[config.mk]
export PLATFORM = sky130hd
export DESIGN_NAME = edge_capture
export DESIGN_NICKNAME = d
export VERILOG_FILES = /design/src/rtl/edge_pkg.sv /design/src/rtl/edge_chan.sv /design/src/rtl/edge_capture.sv
export SDC_FILE = /design/constraint.sdc
export NUM_CORES = 1
export LEC_CHECK = 0
export BUFFER_PORTS_ARGS = -buffer_cell sky130_fd_sc_hd__buf_2
export CORE_ASPECT_RATIO = 0.9
export CORE_MARGIN = 3
export CORE_UTILIZATION = 55
export CTS_BUF_LIST = sky130_fd_sc_hd__clkbuf_8
export CTS_CLUSTER_DIAMETER = 80
export CTS_CLUSTER_SIZE = 14
export DETAILED_ROUTE_END_ITERATION = 10
export PLACE_DENSITY_LB_ADDON = 0.05
export RECOVER_POWER = 100
export SYNTH_ARGS = -nofsm -noshare
export SYNTH_HDL_FRONTEND = slang
export SYNTH_HIERARCHICAL = 1
export SYNTH_SLANG_ARGS = --single-unit
export TNS_END_PERCENT = 100
[constraint.sdc]
create_clock -name clk -period 1.7 [get_ports clk]
set_input_delay 0.085 -clock clk [delete_from_list [all_inputs] [get_ports clk]]
set_output_delay 0.085 -clock clk [all_outputs]
set_load 0.02 [all_outputs]
[src/rtl/edge_pkg.sv]
// Shared definitions for the edge capture block: mode qualifier encodings,
// the per-channel debounce state type and the edge qualification helper.
package edge_pkg;

    localparam logic [1:0] MODE_OFF  = 2'b00;
    localparam logic [1:0] MODE_RISE = 2'b01;
    localparam logic [1:0] MODE_FALL = 2'b10;
    localparam logic [1:0] MODE_BOTH = 2'b11;

    typedef enum logic [1:0] {
        StLow,
        StRiseChk,
        StHigh,
        StFallChk
    } edge_state_e;

    function automatic logic qualify(logic [1:0] mode, logic rise, logic fall);
        if (mode == MODE_OFF) return 1'b0;
        return (rise && (mode == MODE_RISE || mode == MODE_BOTH)) ||
               (fall && (mode == MODE_FALL || mode == MODE_BOTH));
    endfunction

endpackage

[src/rtl/edge_chan.sv]
// One capture channel: input synchronizer, debounce FSM with post-reset arming
// window, registered edge pulses, sticky flag and saturating edge counter.
module edge_chan
    import edge_pkg::*;
#(
    parameter int unsigned SYNC_STAGES = 2,
    parameter int unsigned DEB_CYCLES  = 3,
    parameter int unsigned CNT_W       = 8
) (
    input  logic             clk,
    input  logic             reset_n,
    input  logic             level,
    input  logic [1:0]       mode,
    input  logic             clr,
    output logic             p_edge,
    output logic             n_edge,
    output logic             flag,
    output logic [CNT_W-1:0] cnt
);

    localparam int unsigned DebW      = $clog2(DEB_CYCLES + 1);
    localparam int unsigned ArmCycles = SYNC_STAGES + DEB_CYCLES;
    localparam int unsigned ArmW      = $clog2(ArmCycles + 1);
    localparam logic [DebW-1:0] DebMax = DebW'(DEB_CYCLES);
    localparam logic [ArmW-1:0] ArmMax = ArmW'(ArmCycles);

    logic [SYNC_STAGES-1:0] sync_q, sync_d;
    logic [ArmW-1:0]        arm_q, arm_d;
    edge_state_e            state_q, state_d;
    logic [DebW-1:0]        deb_q, deb_d, deb_inc;
    logic                   rise_q, rise_d, fall_q, fall_d;
    logic                   p_edge_q, p_edge_d, n_edge_q, n_edge_d;
    logic                   flag_q, flag_d;
    logic [CNT_W-1:0]       cnt_q, cnt_d;
    logic                   s, armed, qual;

    assign s       = sync_q[SYNC_STAGES-1];
    assign armed   = (arm_q == ArmMax);
    assign deb_inc = deb_q + DebW'(1);

    always_comb begin
        sync_d   = {sync_q[SYNC_STAGES-2:0], level};
        arm_d    = armed ? arm_q : arm_q + ArmW'(1);
        state_d  = state_q;
        deb_d    = deb_q;
        rise_d   = 1'b0;
        fall_d   = 1'b0;
        // Until the synchronizer and debounce window have filled, track s directly
        // so a level already present at reset release never reports an edge.
        if (!armed) begin
            state_d = s ? StHigh : StLow;
            deb_d   = '0;
        end else begin
            unique case (state_q)
                StLow: begin
                    if (s) begin
                        if (DEB_CYCLES == 1) begin
                            state_d = StHigh;
                            rise_d  = 1'b1;
                        end else begin
                            state_d = StRiseChk;
                            deb_d   = DebW'(1);
                        end
                    end
                end
                StRiseChk: begin
                    if (!s) begin
                        state_d = StLow;
                        deb_d   = '0;
                    end else if (deb_inc == DebMax) begin
                        state_d = StHigh;
                        deb_d   = '0;
                        rise_d  = 1'b1;
                    end else begin
                        deb_d = deb_inc;
                    end
                end
                StHigh: begin
                    if (!s) begin
                        if (DEB_CYCLES == 1) begin
                            state_d = StLow;
                            fall_d  = 1'b1;
                        end else begin
                            state_d = StFallChk;
                            deb_d   = DebW'(1);
                        end
                    end
                end
                StFallChk: begin
                    if (s) begin
                        state_d = StHigh;
                        deb_d   = '0;
                    end else if (deb_inc == DebMax) begin
                        state_d = StLow;
                        deb_d   = '0;
                        fall_d  = 1'b1;
                    end else begin
                        deb_d = deb_inc;
                    end
                end
                default: begin
                    state_d = StLow;
                    deb_d   = '0;
                end
            endcase
        end

        p_edge_d = rise_q;
        n_edge_d = fall_q;

        qual   = qualify(mode, p_edge_q, n_edge_q);
        flag_d = clr ? qual : (flag_q | qual);
        cnt_d  = cnt_q;
        if (clr) begin
            cnt_d = qual ? CNT_W'(1) : '0;
        end else if (qual && (cnt_q != '1)) begin
            cnt_d = cnt_q + CNT_W'(1);
        end
    end

    always_ff @(posedge clk or negedge reset_n) begin
        if (!reset_n) begin
            sync_q   <= '0;
            arm_q    <= '0;
            state_q  <= StLow;
            deb_q    <= '0;
            rise_q   <= 1'b0;
            fall_q   <= 1'b0;
            p_edge_q <= 1'b0;
            n_edge_q <= 1'b0;
            flag_q   <= 1'b0;
            cnt_q    <= '0;
        end else begin
            sync_q   <= sync_d;
            arm_q    <= arm_d;
            state_q  <= state_d;
            deb_q    <= deb_d;
            rise_q   <= rise_d;
            fall_q   <= fall_d;
            p_edge_q <= p_edge_d;
            n_edge_q <= n_edge_d;
            flag_q   <= flag_d;
            cnt_q    <= cnt_d;
        end
    end

    assign p_edge = p_edge_q;
    assign n_edge = n_edge_q;
    assign flag   = flag_q;
    assign cnt    = cnt_q;

endmodule

[src/rtl/edge_capture.sv]
// Multi-channel debounced edge capture: one edge_chan per input bit, with
// bus packing of per-channel results and a combined interrupt.
module edge_capture #(
    parameter int unsigned CH          = 4,
    parameter int unsigned SYNC_STAGES = 2,
    parameter int unsigned DEB_CYCLES  = 3,
    parameter int unsigned CNT_W       = 8
) (
    input  logic                clk,
    input  logic                reset_n,
    input  logic [CH-1:0]       level,
    input  logic [2*CH-1:0]     mode,
    input  logic [CH-1:0]       clr,
    output logic [CH-1:0]       p_edge,
    output logic [CH-1:0]       n_edge,
    output logic [CH-1:0]       any_edge,
    output logic [CH-1:0]       flag,
    output logic [CH*CNT_W-1:0] cnt,
    output logic                irq
);

    for (genvar i = 0; i < CH; i++) begin : g_chan
        edge_chan #(
            .SYNC_STAGES(SYNC_STAGES),
            .DEB_CYCLES (DEB_CYCLES),
            .CNT_W      (CNT_W)
        ) u_chan (
            .clk    (clk),
            .reset_n(reset_n),
            .level  (level[i]),
            .mode   (mode[2*i +: 2]),
            .clr    (clr[i]),
            .p_edge (p_edge[i]),
            .n_edge (n_edge[i]),
            .flag   (flag[i]),
            .cnt    (cnt[i*CNT_W +: CNT_W])
        );
    end

    assign any_edge = p_edge | n_edge;
    assign irq      = |flag;

endmodule

Word level (Yosys, flattened, before mapping)
Index checks and enable logic that the tools add are counted.

Flip-flop bits (word level): 88. Output and inout port bits: 49. Word-level logic and storage cells: 270.

$add $sub $neg: 12. Eq/ne operators: 52. Mux-type cells: 116. Bitwise operators: 5. Reductions and logical operators: 45.

Operators with widths (count): $mux W2 (52); $mux W8 (8); $pmux W2 S4 (8); $mux W1 (48); $eq A2 B2 Y1 const B (20); $add A8 B1 Y8 const B (4); $ne A8 B8 Y1 const B (4); $eq A2 B1 Y1 const B (8); $logic_not A2 Y1 (8); $ne A4 B3 Y1 const B (4); $ne A4 B4 Y1 const B (4); $reduce_and A4 Y1 (4); $add A3 B1 Y3 const B (4); $eq A3 B3 Y1 const B (4); $logic_and A1 B1 Y1 (12); $logic_or A1 B1 Y1 (12); $ne A3 B2 Y1 const B (4); $ne A3 B3 Y1 const B (4); $add A2 B1 Y2 const B (4); $reduce_and A2 Y1 (4); $reduce_bool A2 Y1 (4); $or A1 B1 Y1 (4); $or A4 B4 Y4 (1); $reduce_or A4 Y1 (1).

Logic depth before layout (Yosys ltp)
Gate-level depths: netlist of run 1.

Depth in word-level cells: 8. Gate-level depth with buffers: 5. Mapped depth without buffers: 5.

Hierarchy
Netlist of run 1, hierarchy kept.

By module, submodules not included: edge_chan (instances 4, cells each 86, area an instance 978.4 µm², sequential area each 550.5 µm²); edge_capture (instances 1, cells each 5, area an instance 32.5 µm², sequential area each 0.0 µm²).

Worst setup path before layout of run 1
No wires, ideal clock.

Path type: flip-flop to flip-flop. Start: register g_chan[0].u_chan.cnt_q[0]. End: register g_chan[0].u_chan.cnt_q[7]. Arrival time: 1.579 ns. Required time: 1.622 ns. Path slack: 0.043 ns. Stages on the path, launching flop included: 6. Path buffers: 0. Period minus slack after synthesis: 1.657 ns. Path through: dfrtp_1 -> ha_1 -> nand4_1 -> o21ai_4 -> or4_1 -> a21oi_1.

Cells in the longest elaborated chain, start to end: 3. Elaborated cells between the ends (all ways): 6.

RTL lines: start, declared (RTL line edge_chan.sv:34) `logic [CNT_W-1:0] cnt_q, cnt_d;`; start signal, assigned (RTL line edge_chan.sv:143) `cnt_q <= cnt_d;`; $add A8 B1 Y8 / $ne A8 B8 Y1 (equally long branches) (RTL line edge_chan.sv:117, edge_chan.sv:116); $mux W8 / $logic_and A1 B1 Y1 (equally long branches) (RTL line edge_chan.sv:116) `end else if (qual && (cnt_q != '1)) begin`; $mux W8 / $reduce_bool A2 Y1 (equally long branches).

Parallel ways exist; a longest one is shown, timed or not. The select of a mux whose other input is x is not followed. A chain may end at the register's enable or synchronous reset.

Worst setup path in the final report of run 1
Start: register g_chan[2].u_chan.cnt_q[1]. End: register g_chan[2].u_chan.cnt_q[7].

Cells in the longest elaborated chain, start to end: 3. Elaborated cells between the ends (all ways): 6.

RTL lines (RTL line): start, declared (edge_chan.sv:34); start signal, assigned (edge_chan.sv:143); $add A8 B1 Y8 / $ne A8 B8 Y1 (equally long branches) (edge_chan.sv:117, edge_chan.sv:116); $mux W8 / $logic_and A1 B1 Y1 (equally long branches) (edge_chan.sv:116); $mux W8 / $reduce_bool A2 Y1 (equally long branches).

Parallel ways exist; a longest one is shown, timed or not. The select of a mux whose other input is x is not followed.

==> results of run 1 <==
cells in the final DEF, fill, tap and decap left out, types with 5 or more instances in the layout:
cell type,netlist,layout
buf_2,0,17
a21oi_1,24,23
o211ai_1,8,8
or3_1,12,12
clkbuf_8,0,11
nand4_1,8,8
buf_4,0,5
or4_1,9,9
dfrtp_1,88,88
nand2_1,24,24
o31ai_1,8,8
nand3_2,8,7
nor2_1,32,32
o21ai_0,16,16
nor3b_1,8,8
clkbuf_1,4,48
xor2_1,12,12
ha_1,12,10
inv_1,16,16
dlygate4sd3_1,0,7
area by class of cell:
type | count | area [um2]
timing repair buffer | 82 | 402.9
multi-input combinational | 241 | 1658
inverter | 16 | 60.06
tap | 90 | 112.6
fill | 528 | 2120
clock inverter | 5 | 55.05
clock buffer | 11 | 151.4
sequential | 88 | 2202
state kept, by name, indices dropped and copies added (netlist names), named ones only:
signal                  count
g_chan.u_chan/fall_q        4
g_chan.u_chan/sync_q        8
g_chan.u_chan/p_edge_d      4
g_chan.u_chan/cnt          32
g_chan.u_chan/n_edge        4
g_chan.u_chan/flag          4
g_chan.u_chan/arm_q        12
g_chan.u_chan/deb_q         8
g_chan.u_chan/p_edge        4
g_chan.u_chan/state_q       4
layer usage:
layer  vias up  wire length, um  GRT usage
met4         0              102    0.06946
met3         7              385    0.05729
met2        68             3724     0.3071
li1       1438                -          -
met5         -                0          0
met1      1468             3438     0.2727
worst min-delay path by stage:
stage | start | to | slack, ns | cells after the start
finish | clr[2] | g_chan[2].u_chan/cnt[3] | 0.02 | 2
global route | clr[3] | g_chan[3].u_chan/cnt[7] | 0.01 | 2
CTS | clr[3] | g_chan[3].u_chan/cnt[5] | 0.0003 | 2
detailed placement | reset_n | g_chan[2].u_chan/cnt[4] | 0.07 | 1
global placement | reset_n | g_chan[2].u_chan/cnt[4] | 0.07 | 1
floorplan | reset_n | async pin | -0.21 | 0
worst max-delay path: cells and delay by family (launching register included):
family                     cells  cell delay [ns]
AOI/OAI and AO/OA              2             0.26
adders and majority gates      1             0.24
DFF                            1             0.42
and+or+nand+nor                2             0.64
through the flow:
stage | hold WS [ns] | utilization
2_1_floorplan | -0.2106 | -
3_3_place_gp | 0.06740 | 0.6569
3_5_place_dp | 0.07390 | 0.6569
4_1_cts | 0.0003121 | 0.6978
5_1_grt | 0.01134 | 0.6865
6_report | 0.02388 | 0.6865
what timing repair did:
item	in CTS	in global routing
resized for setup	0	3
hold buffers	7	0
endpoints found under the setup margin	0	2
endpoints found under the hold margin	47	0
buffers inserted	0	2
cell families after synthesis:
family	after synthesis	synth area share
compound gates	80	0.1497
xor+xnor	12	0.02663
fa+ha+maj	12	0.03805
buf+inv	20	0.01902
flops	88	0.5580
mux	8	0.02156
simple gates	129	0.1871
power by group:
group | internal, W | switching, W | leakage (nW)
logic | 0.000341 | 0.000357 | 0.711
clock network | 0.000754 | 0.000702 | 0.101
registers | 0.00232 | 0.000208 | 1.14
==> flow_metrics.tcl, run 1 <==
set metrics [dict create \
    design_area_um2 4642 \
    drv_cap 0 \
    rsz0062_at_grt "no" \
    ys_ff_latch 88 \
    htreeDepth 3 \
    post-route-period-util 0.9537 \
    grtUsageTotal 0.1997 \
    vdd_drop_max_uv 660.9 \
    synthTopCellsByArea "dfrtp_1, ha_1, a21oi_1" \
    netlist_area_um2 3946 \
    cts_tree "built" \
    hpwl_mm 5.383 \
    dp_cells 508 \
    ys_async_sr_fraction 1.000 \
    fin_ws_ns 0.07873 \
    arrival_ns 1.89 \
    worstRegToRegCells 5 \
    r2r_end "g_chan[2].u_chan/cnt[7]" \
    synth-edff-count 0 \
    drc_errors 0 \
    r2r_setup_slack_ns 0.08 \
    routedWlPerCell_um 14.35 \
    setup.worst_path.start_class "flop" \
    cts-root-buf "clkbuf_8" \
    hold_viol_final 0 \
    io_pins 67 \
    syn_area_per_cell_um2 11.31 \
    die_x_um 95.29 \
    grt_max_degree 36 \
    outcome "finished, final reports clean" \
    synth_common_cells "dfrtp_1, nor2_1, a21oi_1, nand2_1" \
    max_slew.worst_pin.slew_ns 0.8477 \
    drt_iter0_markers 151 \
    clk_path_buf_depth 2 \
    vias_per_cell 5.593 \
    crit_path_cell_trace "ha_1 -> nand4_1 -> o21ai_4 -> or4_1 -> a21oi_1" \
    antenna_found_initial 0 \
    synth_most_common_cell "dfrtp_1" \
    path_class "flop to flop" \
    worstSetupEndpoint "g_chan[2].u_chan/cnt[7]" \
    rr_startpoint "g_chan[2].u_chan/cnt[1]" \
    start_util 0.5836 \
    ys.flop_type "dfrtp_1" \
    yosysWarnings 6 \
    drt_wl_total_mm 7.650 \
    max_stage_delay_ns 0.47 \
    rows 28 \
    critPathMaxFanout 10 \
    n_antenna_cell 0 \
    drive_gt1_frac 0.1648 \
    power.leakage_nw 1.950 \
    ys_types 31 \
    synth_top_cell_by_area "dfrtp_1" \
    end_kind "flop" \
    ant_nets 0 \
    total_power_w 0.004683 \
    final-setup-viol-count 0 \
    numCtsBuffers 9 \
    final_max_slew_viol_count 0 \
    grt_pass1_vias 2734 \
    synth.top_cell.area_share 0.5580 \
    power_density_nw_per_um2 1009 \
    numPortBuffers 66 \
    routabilityCongestion 0.8370 \
    period_needed_ns 1.621 \
    vias 2981 \
    finalSetupTns_ns 0 \
    die_h_um 86.36 \
    syn2layout_area_growth_pct 17.63 \
    slew_headroom 0.4349 \
    timing.fmax_mhz 616.8 \
    synth_fp_nets 379 \
    drtPass1Iterations 4 \
    crit_path_top_delay_cell "or4_1" \
    core_area_um2 6761 \
    clk_latency_ns 0.35 \
    dpl_cell_area_um2 4442 \
    crit_start "g_chan[2].u_chan/cnt[1]" \
    fin_cells 533 \
    grt_pass1_wl_mm 12.68 \
    gr-total-overflow 0 \
    clock_sinks 88 \
    yosysSeqAreaShare 0.5580 \
    pre_cts_ws_ns 0.08604 \
    worstPathRequired_ns 1.97 \
    hp-class "input port to flop" \
    dieArea_um2 8229 \
    clk_pin_slew_ns 0.08 \
    skew_ns 0.01566 \
    synthCells 349 \
    nets 468 \
]
Note: power is estimated with default switching activity, not from simulation.
==> inputs of run 2 (changes only) <==
Settings changed: SYNTH_HIERARCHICAL 1 to unset.
==> run 2 against run 1 <==
Against the previous run:
- sequential power is essentially flat
- global-route usage down 0.99 points
- area after synthesis grew 0.82%
- sequential cell count unchanged
- wire length decreased by 5.5%
- final area fell by 2.0%
- setup slack better by 0.039 ns
- combinational power decreased by 7.3%
- clock skew is 0.0069 ns lower
==> flow_metrics.tcl, run 2 <==
set metrics [dict create \
    outcome "finished, final reports clean" \
    multi_input_area_um2 1627 \
    synth_top_cell_by_area "dfrtp_1" \
    ys_ff_latch 88 \
    htreeDepth 3 \
    crit_start "g_chan[0].u_chan.cnt[0]" \
    area.sequential_um2 2202 \
    hold_viol_final 0 \
    vias_per_cell 5.526 \
    end_kind "flop" \
    synth.top_cell.area_share 0.5535 \
    grt_max_degree 32 \
    final_common_cell "dfrtp_1" \
    synth_common_cells "dfrtp_1, nor2_1, nand2_1, a21oi_1, xor2_1" \
    hpwl_mm 5.253 \
    drc_errors 0 \
    rows 28 \
    cts_resized 0 \
    dp_cells 500 \
    start_util 0.5854 \
    use_met2 0.3131 \
    drtPass1Iterations 4 \
    post-route-period-util 0.9309 \
    setup.worst_path.start_class "flop" \
    yosysSeqAreaShare 0.5535 \
    io_pins 67 \
    critPathMaxFanout 5 \
    power_density_nw_per_um2 998.5 \
    rr_startpoint "g_chan[0].u_chan.cnt[0]" \
    grt_pass1_wl_mm 12.25 \
    fin_ws_ns 0.1174 \
    pre_cts_ws_ns 0.1522 \
    max_slew.worst_pin.slew_ns 0.7559 \
    drt_iter0_markers 131 \
    synthTopCellsByArea "dfrtp_1, ha_1, nor2_1" \
    yosysWarnings 0 \
    arrival_ns 1.81 \
    ys.flop_type "dfrtp_1" \
    drt_wl_total_mm 7.233 \
    routabilityCongestion 0.8523 \
    grt_pass1_vias 2728 \
    vias 2879 \
    ant_nets 0 \
    synthCells 353 \
    numPortBuffers 66 \
    drv_cap 0 \
    numCtsBuffers 9 \
    clk_latency_ns 0.34 \
    synth-edff-count 0 \
    r2r_end "g_chan[0].u_chan.cnt[1]" \
    die_x_um 95.66 \
    drive_gt1_frac 0.1276 \
    synth_most_common_cell "dfrtp_1" \
    core_area_um2 6797 \
    nFillCells 568 \
    die_h_um 86.69 \
    timing.fmax_mhz 631.9 \
    top_usage_layer "met2" \
    grtUsageTotal 0.1897 \
    worstRegToRegCells 5 \
    slew_headroom 0.4961 \
    synth_fp_nets 383 \
    cts_tree "built" \
    final-setup-viol-count 0 \
    final_max_slew_viol_count 0 \
    n_antenna_cell 0 \
    syn2layout_area_growth_pct 14.34 \
    vdd_drop_max_uv 654.0 \
    clk_pin_slew_ns 0.08 \
    netlist_area_um2 3979 \
    syn_area_per_cell_um2 11.27 \
    met3_usage 0.05469 \
    dieArea_um2 8292 \
    skew_ns 0.008736 \
    worstPathRequired_ns 1.92 \
    met1_usage 0.2460 \
    clk_path_buf_depth 2 \
    antenna_found_initial 0 \
    path_class "flop to flop" \
    finalSetupTns_ns 0 \
    routedWlPerCell_um 13.88 \
    cts-root-buf "clkbuf_8" \
    gr-total-overflow 0 \
    hp-class "input port to flop" \
    layout_common_cells "dfrtp_1, clkbuf_1, nor2_1, nand2_1" \
    clock_sinks 88 \
    rsz0062_at_grt "no" \
    worstSetupEndpoint "g_chan[0].u_chan.cnt[1]" \
    postCtsSetupBuffers 0 \
    power.leakage_nw 1.977 \
    largest_reg_flops 32 \
    fin_cells 521 \
    ys_async_sr_fraction 1.000 \
    ys_types 52 \
    nets 457 \
    r2r_setup_slack_ns 0.12 \
    period_needed_ns 1.583 \
]
## run 2: changes by cell type after synthesis, sizes merged, moves of 4 or more
cell    delta
nor3       +4
or3        -8
nand4      -4
nand2b     +5
buf       +13
o21a       +6
o31ai      -7
and2       +4
o21ai     -10
or4        -6
inv        -7
a21oi      -8
## run 2: where the power goes
part	leakage [nW]	internal [W]	switching [W]	total [W]
clock	0.101	0.000699	0.000665	0.00136
combinational	0.738	0.000323	0.000325	0.000647
sequential	1.14	0.00232	0.000213	0.00253
## run 2: cells by family after synthesis
logic type / Yosys count / synth area share
AO/OA/AOI/OAI: 73 / 0.1349
XOR/XNOR: 17 / 0.03742
adder cells (fa/ha/maj): 12 / 0.03773
buffers and inverters: 25 / 0.03585
flip-flops: 88 / 0.5535
multiplexers: 11 / 0.02924
AND/OR/NAND/NOR: 127 / 0.1714
## run 2: metal layers
metal | vias up | share of wire
met3 | 6 | 0.057
met2 | 68 | 0.48
met1 | 1403 | 0.46
met5 | - | 0
li1 | 1402 | -
met4 | 0 | 0.0073
## run 2: what timing repair did
action,4_1_cts,5_1_grt
hold buffers,6,0
hold endpoints to repair,36,0
setup endpoints to repair,0,0
## run 2: worst min-delay path by stage
stage	from	endpoint	slack, ns	depth (start not counted)
after CTS	clr[0]	g_chan[0].u_chan.cnt[5]	0.003	2
after global routing	clr[1]	g_chan[1].u_chan.cnt[6]	0.02	2
after global placement	reset_n	g_chan[0].u_chan.cnt[3]	0.04	1
after floorplan	reset_n	async pin	-0.21	0
final	clr[1]	g_chan[1].u_chan.cnt[6]	0.02	2
after detailed placement	reset_n	g_chan[0].u_chan.cnt[3]	0.04	1
## run 2: through the flow
step,cell area (um2),total power (W),hold slack (ns),util
after floorplan,3979,0.003014,-0.2106,-
after global placement,4393,0.003204,0.04300,0.6464
after detailed placement,4393,0.003232,0.04450,0.6464
after CTS,4641,0.004625,0.002761,0.6828
after global routing,4549,0.004821,0.01865,0.6694
final,4549,0.004543,0.02492,0.6694
## run 2: layout make-up
cell class / count / share of cell area
Sequential cell: 88 / 0.4840
Inverter: 9 / 0.007426
Clock inverter: 5 / 0.01100
Clock buffer: 10 / 0.03025
Timing Repair Buffer: 79 / 0.08498
Multi-Input combinational cell: 240 / 0.3575
Tap cell: 90 / 0.02475
## run 2: worst max-delay path, cell delays in order (launching register included)
cell     delay (ns)
dfrtp_1        0.41
ha_1           0.23
nand3_1        0.18
o21ai_1        0.36
mux2i_1        0.22
nor2_1         0.06
